===== config.mk =====
export PLATFORM = sky130hd
export DESIGN_NAME = top
export DESIGN_NICKNAME = d
export VERILOG_FILES = /design/src/rtl/uart_pkg.sv /design/src/rtl/uart_rx.sv /design/src/rtl/top.sv
export SDC_FILE = /design/constraint.sdc
export NUM_CORES = 2
export LEC_CHECK = 0
export BUFFER_PORTS_ARGS = -buffer_cell sky130_fd_sc_hd__buf_2
export CAP_MARGIN = 20
export CORE_MARGIN = 2
export CORE_UTILIZATION = 50
export DETAILED_ROUTE_END_ITERATION = 10
export PLACE_DENSITY_LB_ADDON = 0.08
export SYNTH_ARGS = -nofsm -noshare
export SYNTH_HDL_FRONTEND = slang
export SYNTH_HIERARCHICAL = 1
export SYNTH_SLANG_ARGS = --single-unit

===== constraint.sdc =====
create_clock -name CLK_IN -period 4.54 [get_ports CLK_IN]
set_clock_uncertainty 0.05 [all_clocks]
set_input_delay 0.908 -clock CLK_IN [delete_from_list [all_inputs] [get_ports CLK_IN]]
set_output_delay 0.908 -clock CLK_IN [all_outputs]
set_load 0.005 [all_outputs]

===== src/rtl/uart_pkg.sv =====
// Shared definitions for the UART-to-SRAM loopback: receiver state encoding and baud timing helpers.
package uart_pkg;

    typedef enum logic [1:0] {
        S_IDLE  = 2'd0,
        S_START = 2'd1,
        S_DATA  = 2'd2,
        S_STOP  = 2'd3
    } rx_state_t;

    function automatic int unsigned bit_ticks(input int unsigned clk_freq, input int unsigned baud);
        return clk_freq / baud;
    endfunction

    function automatic int unsigned half_ticks(input int unsigned clk_freq, input int unsigned baud);
        return bit_ticks(clk_freq, baud) / 2;
    endfunction

endpackage


===== src/rtl/uart_rx.sv =====
// 8N1 UART receiver: synchronizes RX, centres on the start bit, then samples once per bit time.
module uart_rx
    import uart_pkg::*;
#(
    parameter int unsigned CLK_FREQ = 18_000_000,
    parameter int unsigned BAUDRATE = 115_200
) (
    input  logic       i_clk,
    input  logic       i_rst_n,
    input  logic       i_rx,
    output logic [7:0] o_data,
    output logic       o_valid,
    output logic       o_frame_err
);

    localparam int unsigned BIT_TICKS  = bit_ticks(CLK_FREQ, BAUDRATE);
    localparam int unsigned HALF_TICKS = half_ticks(CLK_FREQ, BAUDRATE);
    localparam int          CNT_W      = $clog2(BIT_TICKS + 1);

    logic [1:0]       r_sync;
    rx_state_t        r_state;
    rx_state_t        w_state_nxt;
    logic [CNT_W-1:0] r_cnt;
    logic [2:0]       r_bit_idx;
    logic [7:0]       r_shift;
    logic             w_rx;
    logic             w_half_done;
    logic             w_bit_done;
    logic             w_cnt_clr;

    assign w_rx        = r_sync[1];
    assign w_half_done = (r_cnt == CNT_W'(HALF_TICKS - 1));
    assign w_bit_done  = (r_cnt == CNT_W'(BIT_TICKS - 1));

    always_ff @(posedge i_clk or negedge i_rst_n) begin
        if (!i_rst_n) r_sync <= 2'b11;
        else          r_sync <= {r_sync[0], i_rx};
    end

    always_ff @(posedge i_clk or negedge i_rst_n) begin
        if (!i_rst_n) r_state <= S_IDLE;
        else          r_state <= w_state_nxt;
    end

    always_comb begin
        w_state_nxt = r_state;
        case (r_state)
            S_IDLE:  if (!w_rx) w_state_nxt = S_START;
            S_START: if (w_half_done) w_state_nxt = w_rx ? S_IDLE : S_DATA;
            S_DATA:  if (w_bit_done && r_bit_idx == 3'd7) w_state_nxt = S_STOP;
            S_STOP:  if (w_bit_done) w_state_nxt = S_IDLE;
            default: w_state_nxt = S_IDLE;
        endcase
    end

    // Counter restarts on every state change and at each data-bit boundary.
    assign w_cnt_clr = (r_state == S_IDLE) || (w_state_nxt != r_state) ||
                       (r_state == S_DATA && w_bit_done);

    always_ff @(posedge i_clk or negedge i_rst_n) begin
        if (!i_rst_n) begin
            r_cnt     <= '0;
            r_bit_idx <= '0;
            r_shift   <= '0;
        end else begin
            r_cnt <= w_cnt_clr ? '0 : r_cnt + 1'b1;
            if (r_state == S_IDLE) r_bit_idx <= '0;
            if (r_state == S_DATA && w_bit_done) begin
                r_shift   <= {w_rx, r_shift[7:1]};
                r_bit_idx <= r_bit_idx + 1'b1;
            end
        end
    end

    always_comb begin
        o_data      = r_shift;
        o_valid     = 1'b0;
        o_frame_err = 1'b0;
        if (r_state == S_STOP && w_bit_done) begin
            o_valid     = w_rx;
            o_frame_err = !w_rx;
        end
    end

endmodule


===== src/rtl/top.sv =====
// UART byte capture into single-port SRAM with readback verify; the read-back byte drives the LEDs.
module top
    import uart_pkg::*;
#(
    parameter int unsigned CLK_FREQ  = 18_000_000,
    parameter int unsigned BAUDRATE  = 115_200,
    parameter int unsigned MEM_DEPTH = 256
) (
    input  logic                         CLK_IN,
    input  logic                         RST_N_IN,
    input  logic                         UART_RX_i,
    output logic [7:0]                   LED_o,
    output logic [$clog2(MEM_DEPTH)-1:0] WR_ADDR_o,
    output logic                         BYTE_VALID_o,
    output logic                         ERR_o
);

    localparam int AW = $clog2(MEM_DEPTH);

    logic [7:0]    w_rx_data;
    logic          w_rx_valid;
    logic          w_frame_err;
    logic [AW-1:0] w_ram_addr;

    logic [7:0]    r_mem [MEM_DEPTH];
    logic [7:0]    r_rd_data;
    logic [AW-1:0] r_wr_addr;
    logic [AW-1:0] r_rd_addr;
    logic [7:0]    r_wr_byte;
    logic [1:0]    r_vld_pipe;
    logic [7:0]    r_led;
    logic          r_byte_vld;
    logic          r_err;

    uart_rx #(
        .CLK_FREQ (CLK_FREQ),
        .BAUDRATE (BAUDRATE)
    ) u_rx (
        .i_clk       (CLK_IN),
        .i_rst_n     (RST_N_IN),
        .i_rx        (UART_RX_i),
        .o_data      (w_rx_data),
        .o_valid     (w_rx_valid),
        .o_frame_err (w_frame_err)
    );

    // One shared port: bytes are at least 10 bit times apart, so write and readback never overlap.
    assign w_ram_addr = w_rx_valid ? r_wr_addr : r_rd_addr;

    always_ff @(posedge CLK_IN) begin
        if (w_rx_valid)         r_mem[w_ram_addr] <= w_rx_data;
        else if (r_vld_pipe[0]) r_rd_data <= r_mem[w_ram_addr];
    end

    always_ff @(posedge CLK_IN or negedge RST_N_IN) begin
        if (!RST_N_IN) begin
            r_wr_addr  <= '0;
            r_rd_addr  <= '0;
            r_wr_byte  <= '0;
            r_vld_pipe <= '0;
            r_led      <= '0;
            r_byte_vld <= 1'b0;
            r_err      <= 1'b0;
        end else begin
            r_vld_pipe <= {r_vld_pipe[0], w_rx_valid};
            r_byte_vld <= r_vld_pipe[1];
            if (w_rx_valid) begin
                r_rd_addr <= r_wr_addr;
                r_wr_byte <= w_rx_data;
                r_wr_addr <= r_wr_addr + 1'b1;
            end
            if (r_vld_pipe[1]) r_led <= r_rd_data;
            if (w_frame_err || (r_vld_pipe[1] && r_rd_data != r_wr_byte)) r_err <= 1'b1;
        end
    end

    assign LED_o        = r_led;
    assign WR_ADDR_o    = r_wr_addr;
    assign BYTE_VALID_o = r_byte_vld;
    assign ERR_o        = r_err;

endmodule


# Yosys cells after proc, flatten, opt, wreduce, memory -nomap -nowiden
# Memories as Yosys holds them, arrays and structs flattened. A register that Yosys moved wholly into a read port is not among the register bits.
# Index checks and enable logic that the tools add are counted.
dict set report classes {
  add_sub_neg 3
  eq_ne 8
  muxes 14
  n_bitwise 1
  reduce_logical 11
}
# cell count
set ops {}
lappend ops {{$add 8x1->8 const B} 2}
lappend ops {{$mux 8} 2}
lappend ops {{$mux 2} 5}
lappend ops {{$eq 8x7->1 const B} 1}
lappend ops {{$eq 8x8->1 const B} 1}
lappend ops {{$ne 8x8->1} 1}
lappend ops {{$pmux 2 s4} 1}
lappend ops {{$mux 3} 2}
lappend ops {{$eq 2x2->1 const B} 2}
lappend ops {{$logic_and 1x1->1} 4}
lappend ops {{$mux 1} 4}
lappend ops {{$add 3x1->3 const B} 1}
lappend ops {{$eq 3x3->1 const B} 1}
lappend ops {{$logic_or 1x1->1} 3}
lappend ops {{$eq 2x1->1 const B} 1}
lappend ops {{$logic_not 2->1} 1}
lappend ops {{$ne 2x2->1} 1}
lappend ops {{$reduce_and 2->1} 1}
lappend ops {{$reduce_bool 2->1} 1}
lappend ops {{$logic_not 1->1} 1}
lappend ops {{$not 1->1} 1}
dict set report totals {
  ff_bits 59
  mem_bits_rw 2048
  output_inout_bits 18
  mem_count 1
}
# name depth word_bits rd rd_clocked_by_memory_dff wr line
set mem_list {}
lappend mem_list {r_mem 256 8 1 1 1 top.sv:25} ;# logic [7:0] r_mem [MEM_DEPTH];

# Logic depth before layout (Yosys ltp)
dict set report logic_depth {
  ltp_word 8
  depth_mapped 16
}

# Hierarchy
# The synthesis kept the hierarchy.
# module n_inst cells_per_inst area_each_um2 seq_area_each_um2
set modules_own_cells {}
lappend modules_own_cells {top 1 3591 79739.0 62640.1}
lappend modules_own_cells {uart_rx 1 95 1149.9 578.1}

# Worst setup path before layout
# No wires, ideal clock.
dict set report synth_path {
  path_type {register to register}
  start {register u_rx.r_shift[1] (netlist: u_rx/o_data[1])}
  end {memory r_mem[0][1] (data pin)}
  setup_time_ns 0.807
  arrival_time_ns 3.202
  required_ns 3.683
  setup_slack_ns 0.481
  path_stages_with_launch 1
  n_path_buf 0
  synth_period_minus_slack_ns 4.059
  path_cell_list {dfrtp_1}
}
# element line
set synth_lines {}
lappend synth_lines {{from (decl)} uart_rx.sv:25} ;# logic [7:0] r_shift;
lappend synth_lines {{from (signal assigned)} uart_rx.sv:69} ;# r_shift <= {w_rx, r_shift[7:1]};
lappend synth_lines {{to (decl)} top.sv:25}
# Straight into the memory's write port.

# Final worst setup path
dict set report layout_path {
  start {register u_rx.r_cnt[0]}
  end {register r_rd_data[1] (read register of r_mem) (data pin)}
}
dict set report layout_via {
  elab_chain_cells 5
  word_cells_on_any_way 6
  classes_between {eq/ne: 1; mux: 2; bitwise: 1; reduce/logical: 2}
}
# element line
set layout_rtl {}
lappend layout_rtl {{from (decl)} uart_rx.sv:23} ;# logic [CNT_W-1:0] r_cnt;
lappend layout_rtl {{from (signal assigned)} uart_rx.sv:66} ;# r_cnt <= w_cnt_clr ? '0 : r_cnt + 1'b1;
lappend layout_rtl {{$eq 8x8->1 *} uart_rx.sv:33} ;# assign w_bit_done = (r_cnt == CNT_W'(BIT_TICKS - 1));
lappend layout_rtl {{$logic_and 1x1->1 *} uart_rx.sv:79} ;# if (r_state == S_STOP && w_bit_done) begin
lappend layout_rtl {{$mux 1 *} uart_rx.sv:79}
lappend layout_rtl {{net w_rx_valid} top.sv:21} ;# logic w_rx_valid;
lappend layout_rtl {{$not 1->1 (no line)} n/a}
lappend layout_rtl {{$reduce_and 2->1 (no line)} n/a}
lappend layout_rtl {{to (decl)} top.sv:26} ;# logic [7:0] r_rd_data;
# The timed path passes the listed nets; every way through them passes the cells marked *.
# A chain may end at the register's enable or synchronous reset.

==> reports/metrics.yaml <==
final_common_cell: "edfxtp_1"
areaGrowthSynthToFinish_pct: 16.1
clockBufferDepth: 3
end_kind: "register"
power.density_nw_per_um2: 410
htree_levels: 4
synth_edf_count: 2056
drc: 0
io-pin-count: 21
yosys.area_share.simple_pct: 2.59
clkLatencyLatePin_ns: 0.85
required_ns: 5.06
firstDrtPassIters: 5
dieHeight_um: 406
fp-row-count: 147
synth_fp_nets: 3694
synth_top_area_cell: "edfxtp_1"
grt_pass1_vias: 40800
outcome: "finished, final reports clean"
place_area_um2: 86700
finalPower_w: 0.0385
synth-xor-area-share_pct: 0.184
wl_mm: 209
vias: 40300
synth.area.top_cells: "edfxtp_1, mux4_2, a22oi_1"
async_flop_share_pct: 2.79
fin_util_pct: 58.5
path_class: "reg2reg"
ys.flop_type: "edfxtp_1"
cts_tree: "yes"
max_clock_freq_ghz: 0.225
track_usage_pct: 25.5
grt_max_degree: 146
core_um2: 161000
muxShareOfSynthArea_pct: 14.7
numCtsBuffers: 210
ir_drop_v: 0.000422
fin_nets: 4148
dp_hpwl_mm: 130
clk_pin_slew_worst_paths_ns: 0.06
start_util_pct: 50.4
final_cell_mix: "edfxtp_1, mux4_2, buf_4"
drtIter0Drc: 4903
final_area_um2: 93900
cts.sinks: 2115
drive_gt1_share_pct: 31.6
syn_area_per_cell_um2: 21.9
fin_crit_ns: 4.45
gr-total-overflow: 0
syn_inst: 3686
slew_violations: 0
hold_viol: 0
setup_tns_ns: 0
hold_buffers: 0
critPathMaxFanout: 45
slew_headroom_pct: 20.2
postRouteAntennaNets: 0
die-area_um2: 165000
root_buffer: "clkbuf_16"
worst_pin_slew_ns: 1.20
synth_top_area_share_pct: 76.3
die_w_um: 406
port_buffers: 20
placed_cells: 6079
antenna_found_initial: 7
fin_crit_sh_pct: 97.9
hp-class: "in2reg"
critPathArrivalTime_ns: 4.96
synth_seq_cells: 2115
finalNonFillerCells: 6478
finalSetupViolations: 0
synth_area_um2: 80900
detail_route.wl_per_cell_um: 32.3
viasPerCell: 6.22
gp_congestion: 0.830
grt_pass1_wl_mm: 297
yosysWarnings: 6
p_leak_nw: 23.7
synth_fa_ha_area_share_pct: 0.0773
max_cap_viol_count: 0
synth_top_family_by_area: "multiplexers"
rsz0062_at_grt: "false"
cp-start-kind: "register"
synth_compound_area_share_pct: 2.94
yosysUniqueCellTypes: 56
synth-seq-area-share_pct: 78.2
layer usage:
layer / track usage (%) / wire, µm / vias up
li1: - / - / 16500
met1: 36.9 / 86800 / 21700
met2: 40.6 / 101000 / 1783
met3: 4.64 / 16200 / 272
met4: 6.31 / 5020 / 2
met5: 0 / 12 / -
layout make-up:
class	instances	area, µm²
Antenna cell	2	5.00
Clock buffer	254	5530
Clock inverter	134	1430
Fill cell	11500	66700
Inverter	6	35.0
Multi-Input combinational cell	1348	16800
Sequential cell	2115	63200
Tap cell	2160	2700
Timing Repair Buffer	458	4190
Timing Repair inverter	1	8.76
through the flow:
stage,setup slack (ns),hold WS (ns)
2_1_floorplan,0.481,0.295
4_1_cts,-0.00444,0.0502
6_report,0.0939,0.122
3_3_place_gp,-0.180,0.296
3_5_place_dp,-0.193,0.303
5_1_grt,0.00644,0.0711
path summary, 6_finish.rpt:
| path | from | endpoint | slack [ns] | depth (start not counted) |
|---|---|---|---|---|
| worst min-delay path | UART_RX_i | u_rx/r_sync[0] | 0.12 | 1 |
| min in group asynchronous | RST_N_IN | u_rx/o_data[6] | 0.13 | 1 |
| worst max-delay path | u_rx/r_cnt[0] | r_rd_data[1] | 0.09 | 13 |
| worst min register to register | u_rx/r_sync[0] | u_rx/r_sync[1] | 0.31 | 0 |
| worst max register to register | u_rx/r_cnt[0] | r_rd_data[1] | 0.09 | 13 |
| max in group asynchronous | RST_N_IN | u_rx/o_data[5] | 3.58 | 1 |
report_power, final:
part	switching, W	internal (W)
clock network	0.00733	0.0101
registers	0.000000748	0.0211
logic	0.0000127	0.000000892
total	0.00735	0.0312
synth_stat cells (all sizes together), types with 2 or more instances:
master / instances
nand3: 22
o21ai: 35
edfxtp: 2056
dfstp: 2
mux2: 30
nand2: 52
dfrtp: 57
xnor2: 12
or3b: 6
ha: 5
and2: 5
clkbuf: 129
buf: 87
nor3: 9
nor2b: 2
mux2i: 2
or3: 4
mux4: 512
o211ai: 2
nand3b: 6
and4: 2
nand4: 82
xor2: 5
a22oi: 275
nor2: 258
a21oi: 7
inv: 6
worst max-delay path, cell delays in order, from the launching register on:
cell     delay [ns]
dfrtp_1        0.43
ha_1           0.25
and3b_1        0.19
and2_4         0.18
and4_4         0.24
mux2_8         0.49
buf_12         0.27
buf_16         0.29
buf_4          0.28
mux4_2         0.37
a22oi_2        0.30
nand4_1        0.27
o21ai_4        0.32
nand4_1        0.12
sequential cells by signal, summed over array words and instances (netlist names):
name            count
r_mem            2048
LED_o               8
WR_ADDR_o           8
r_rd_addr           8
r_rd_data           8
r_wr_byte           8
u_rx/o_data         8
u_rx/r_cnt          8
u_rx/r_bit_idx      3
r_vld_pipe          2
u_rx/r_state        2
u_rx/r_sync         2
BYTE_VALID_o        1
ERR_o               1
what timing repair did:
item | 4_1_cts | 5_1_grt
pin swaps | 1 | 8
resized for setup | 12 | 19
buffers inserted | 0 | 5
gates cloned | 0 | 4
endpoints found under the setup margin | 6 | 8
cell families (layout without fill, tap and decap cells):
kind of cell,count (synthesis),count (layout)
DFF,2115,2115
muxes,544,544
and+or+nand+nor,455,455
AOI/OAI and AO/OA,327,327
buffers and inverters,223,853
xor gates and xnor gates,17,17
adders and majority gates,5,5
other,0,2
Note: power is estimated with default switching activity, not from simulation.
